[src/rtl/alu_result_buffer.sv]
// Show-ahead FIFO for ALU results (value, opcode, flags) with sticky flag
// accumulation and a saturating overflow counter.
module alu_result_buffer #(
   parameter int DEPTH = 4
) (
   input  logic       clk,
   input  logic       rst,
   input  logic       in_valid,
   output logic       in_ready,
   input  logic [3:0] in_out,
   input  logic [1:0] in_select,
   input  logic [4:0] in_flags,
   output logic       out_valid,
   input  logic       out_ready,
   output logic [3:0] out_data,
   output logic [1:0] out_select,
   output logic [4:0] out_flags,
   output logic [3:0] count,
   output logic       full,
   output logic       empty,
   output logic [4:0] sticky_flags,
   input  logic       sticky_clr,
   output logic [7:0] ovf_count
);

   localparam int         PTR_W   = $clog2(DEPTH);
   localparam logic [3:0] DEPTH_C = 4'(DEPTH);

   // Entry packing: {value[10:7], opcode[6:5], flags[4:0]}
   logic [10:0]      mem_r [DEPTH];
   logic [PTR_W-1:0] wr_ptr_r;
   logic [PTR_W-1:0] rd_ptr_r;
   logic [3:0]       count_r;
   logic [3:0]       count_nxt_s;
   logic             full_r;
   logic             empty_r;
   logic [4:0]       sticky_r;
   logic [4:0]       sticky_nxt_s;
   logic [7:0]       ovf_r;
   logic [7:0]       ovf_nxt_s;
   logic             push_s;
   logic             pop_s;

   // Handshakes use only registered status, so in_ready never sees out_ready.
   assign push_s = in_valid & ~full_r;
   assign pop_s  = out_ready & ~empty_r;

   assign in_ready     = ~full_r;
   assign out_valid    = ~empty_r;
   assign full         = full_r;
   assign empty        = empty_r;
   assign count        = count_r;
   assign sticky_flags = sticky_r;
   assign ovf_count    = ovf_r;
   assign {out_data, out_select, out_flags} = mem_r[rd_ptr_r];

   // Next occupancy, sticky flags and overflow count.
   always_comb begin
      count_nxt_s  = count_r;
      sticky_nxt_s = sticky_r;
      ovf_nxt_s    = ovf_r;
      if (push_s && !pop_s) begin
         count_nxt_s = count_r + 4'd1;
      end else if (pop_s && !push_s) begin
         count_nxt_s = count_r - 4'd1;
      end else begin
         count_nxt_s = count_r;
      end
      if (sticky_clr) begin
         sticky_nxt_s = push_s ? in_flags : 5'd0;
      end else if (push_s) begin
         sticky_nxt_s = sticky_r | in_flags;
      end else begin
         sticky_nxt_s = sticky_r;
      end
      if (push_s && in_flags[4] && (ovf_r != 8'hFF)) begin
         ovf_nxt_s = ovf_r + 8'd1;
      end else begin
         ovf_nxt_s = ovf_r;
      end
   end

   // Storage, pointers and status registers; reset also clears storage so the
   // head reads zero until the first push.
   always_ff @(posedge clk) begin
      if (rst) begin
         for (int i = 0; i < DEPTH; i++) begin
            mem_r[i] <= 11'd0;
         end
         wr_ptr_r <= {PTR_W{1'b0}};
         rd_ptr_r <= {PTR_W{1'b0}};
         count_r  <= 4'd0;
         full_r   <= 1'b0;
         empty_r  <= 1'b1;
         sticky_r <= 5'd0;
         ovf_r    <= 8'd0;
      end else begin
         if (push_s) begin
            mem_r[wr_ptr_r] <= {in_out, in_select, in_flags};
            wr_ptr_r        <= wr_ptr_r + PTR_W'(1);
         end
         if (pop_s) begin
            rd_ptr_r <= rd_ptr_r + PTR_W'(1);
         end
         count_r  <= count_nxt_s;
         full_r   <= (count_nxt_s == DEPTH_C);
         empty_r  <= (count_nxt_s == 4'd0);
         sticky_r <= sticky_nxt_s;
         ovf_r    <= ovf_nxt_s;
      end
   end

endmodule

[config.mk]
export PLATFORM = sky130hd
export DESIGN_NAME = alu_result_buffer
export DESIGN_NICKNAME = d
export VERILOG_FILES = /design/src/rtl/alu_result_buffer.sv
export SDC_FILE = /design/constraint.sdc
export NUM_CORES = 1
export LEC_CHECK = 0
export ABC_AREA = 1
export ABC_CLOCK_PERIOD_IN_PS = 2200
export CAP_MARGIN = 30
export CORE_MARGIN = 8
export CORE_UTILIZATION = 45
export CTS_CLUSTER_DIAMETER = 60
export DETAILED_ROUTE_END_ITERATION = 10
export PLACE_DENSITY = 0.71
export SKIP_LAST_GASP = 1
export SLEW_MARGIN = 20
export SYNTH_ARGS = -nofsm -noshare
export SYNTH_HDL_FRONTEND = slang
export SYNTH_SLANG_ARGS = --single-unit
[constraint.sdc]
create_clock -name clk -period 2.2 [get_ports clk]
set_input_delay 0.33 -clock clk [delete_from_list [all_inputs] [get_ports clk]]
set_output_delay 0.33 -clock clk [all_outputs]
set_load 0.005 [all_outputs]
==> flow_summary.yaml <==
sta:
  maxSlewViolCount: 0
  finalHoldViolCount: 0
  worstMarginPinSlew_ns: 0.3582
  fin_crit_sh: 0.9523
  setup_viol: 0
  fmax_mhz: 477.3
  relSlewSlack: 0.7606
  setup-tns-final_ns: 0
  rsz0062_at_grt: "no"
  finClkSkew_ns: 0.005619
  period_minus_slack_ns: 2.095
yosys:
  synth_nets: 371
  async_flop_share: 0
  yosys-top-cells-area: "edfxtp_1 41%, dfxtp_1 16%, nor2_1 8.0%"
  synth_seq_cells: 69
  yosysMostFrequentCell: "nor2_1"
  synth_top_area_cell: "edfxtp_1"
  syn_inst: 352
  syn_avg_cell_area_um2: 9.142
  synth-edff-count: 44
  ys_warn_count: 0
  synth_common_cells: "69 x nor2_1, 49 x inv_1, 47 x nand2_1"
  synth_cell_types: 26
  synth_ff_type: "edfxtp_1"
  seq_area_frac_synth: 0.5661
  synth_top_area_share: 0.4106
  syn_area_um2: 3218
routing:
  viasPerCell: 4.830
  route.vias.total: 2478
  wl_per_cell_um: 13.98
  ant_nets: 0
  firstDrtPassIters: 4
  totalWireLength_mm: 7.170
  initialDrtViolationCount: 109
  drc: 0
run:
  cap_violations: 0
worst_setup_path:
  worstPathRequired_ns: 1.87
  crit_type: "reg2out"
  worstPathMaxFanout: 22
  arrival_ns: 1.77
  reg2reg_setup_slack_ns: 0.57
  cp-end-kind: "output port"
  start_kind: "flop"
global_route:
  grt_pass1_vias: 2491
  grt_usage: 0.1521
  grt_max_degree: 23
  grt_pass1_wl_mm: 11.85
  gr-total-overflow: 0
  antenna_found_initial: 0
pwr:
  power_density_nw_per_um2: 821.4
  leakagePower_nw: 1.600
  power_w: 0.003327
  ir_drop_mv: 0.3935
clock_network:
  cts_buffer_depth: 2
  cts-hold-fix-buffers: 0
  post_cts_buffers: 0
  cts.sinks: 69
  clock_latency_ns: 0.35
  cts-buffers-inserted: 9
  clk_pin_slew_worst_paths_ns: 0.08
  h-tree-depth: 3
  cts_tree: "built"
  root_buffer: "clkbuf_8"
floorplan:
  die_y_um: 100.6
  rows: 31
  start_util: 0.4534
  dieArea_um2: 10110
  die_x_um: 100.6
  ios: 48
  core_area_um2: 7098
place:
  gp_congestion: 0.8207
  io_buffers: 47
  dpl.cell_count: 497
  post-dp-hpwl_mm: 4.975
run_status:
  outcome: "finished, final reports clean"
cells_and_area:
  n_antenna_cell: 0
  finalNetCount: 428
  fillers: 626
  area_growth_pct: 25.86
  layout-drive-gt1-share: 0.1449
  instances_no_fill: 513
worst_hold_path:
  hp-class: "reg2reg"
## path summary, 6_finish.rpt
path	startpoint	to	cells after the start
worst max-delay path	flop	out_flags[1]	4
worst max register to register	ovf_count[0]	ovf_count[6]	8
worst min register to register	sticky_flags[3]	sticky_flags[3]	2
worst min-delay path	sticky_flags[3]	sticky_flags[3]	2
## cells in the final DEF (no fill, tap or decap), types with 6 or more instances in the layout
cell type	n
inv_1	48
clkdlybuf4s50_1	47
o22ai_1	11
edfxtp_1	44
o21ai_0	29
nand2_1	47
o31ai_1	6
nor2_4	12
clkbuf_8	9
dfxtp_1	24
nand3_1	13
a21oi_2	6
nor2_1	69
buf_4	10
## final cells by class
type	instances	area (µm²)	area share
multi-input combinational	216	1119	0.2762
inverter	54	205.2	0.05066
clock inverter	5	37.54	0.009268
clock buffer	11	173.9	0.04294
tap	99	123.9	0.03058
sequential	69	1823	0.4501
timing repair buffer	59	568.0	0.1403
## stage by stage
stage / util / hold WS (ns) / instance area, µm² / setup slack (ns)
finish: 0.5706 / 0.4610 / 4050 / 0.1049
global route: 0.5706 / 0.4886 / 4050 / 0.004473
CTS: 0.5695 / 0.4636 / 4043 / 0.01858
detailed placement: 0.5392 / 0.4481 / 3827 / 0.2362
global placement: 0.5392 / 0.4537 / 3827 / 0.2769
floorplan: - / 0.4335 / 3218 / 0.1876
## logic make-up (layout without fill, tap and decap cells)
logic type	Yosys count	in the layout	share of synthesized area
DFF	69	69	0.5661
adders and majority gates	3	3	0.01167
buffers and inverters	67	129	0.08631
xor gates and xnor gates	5	5	0.01361
AOI/OAI and AO/OA	57	57	0.1046
and+or+nand+nor	151	151	0.2177
## layer usage
layer | up-vias | global-route usage | part of all wire
met4 | 0 | 0.08256 | 0.020
li1 | 1261 | - | -
met3 | 13 | 0.03936 | 0.054
met5 | - | 0 | 0
met1 | 1141 | 0.1792 | 0.45
met2 | 63 | 0.2477 | 0.47
## sequential cells by signal (all words and copies together), names as in the netlist, named ones only
name and count:
ovf_count 8, empty 1, wr_ptr_r 2, rd_ptr_r 2
mem_r 44, full 1, sticky_flags 5, count 4
## timing repair
action	4_1_cts	5_1_grt
pin swaps	0	0
cloned	0	0
endpoints found under the setup margin	11	8
resized for setup	3	2
## worst max-delay path, stage by stage (launching register included)
cell and delay (ns):
dfxtp_1 0.35, buf_6 0.20, o21ai_0 0.13, o22ai_1 0.20, clkdlybuf4s50_1 0.54
## report_power, final
part	switching [W]	internal, W
registers	0.0000614	0.00148
clock network	0.000520	0.000550
logic	0.000378	0.000335
total	0.000960	0.00237
(Power assumes the default switching activity.)
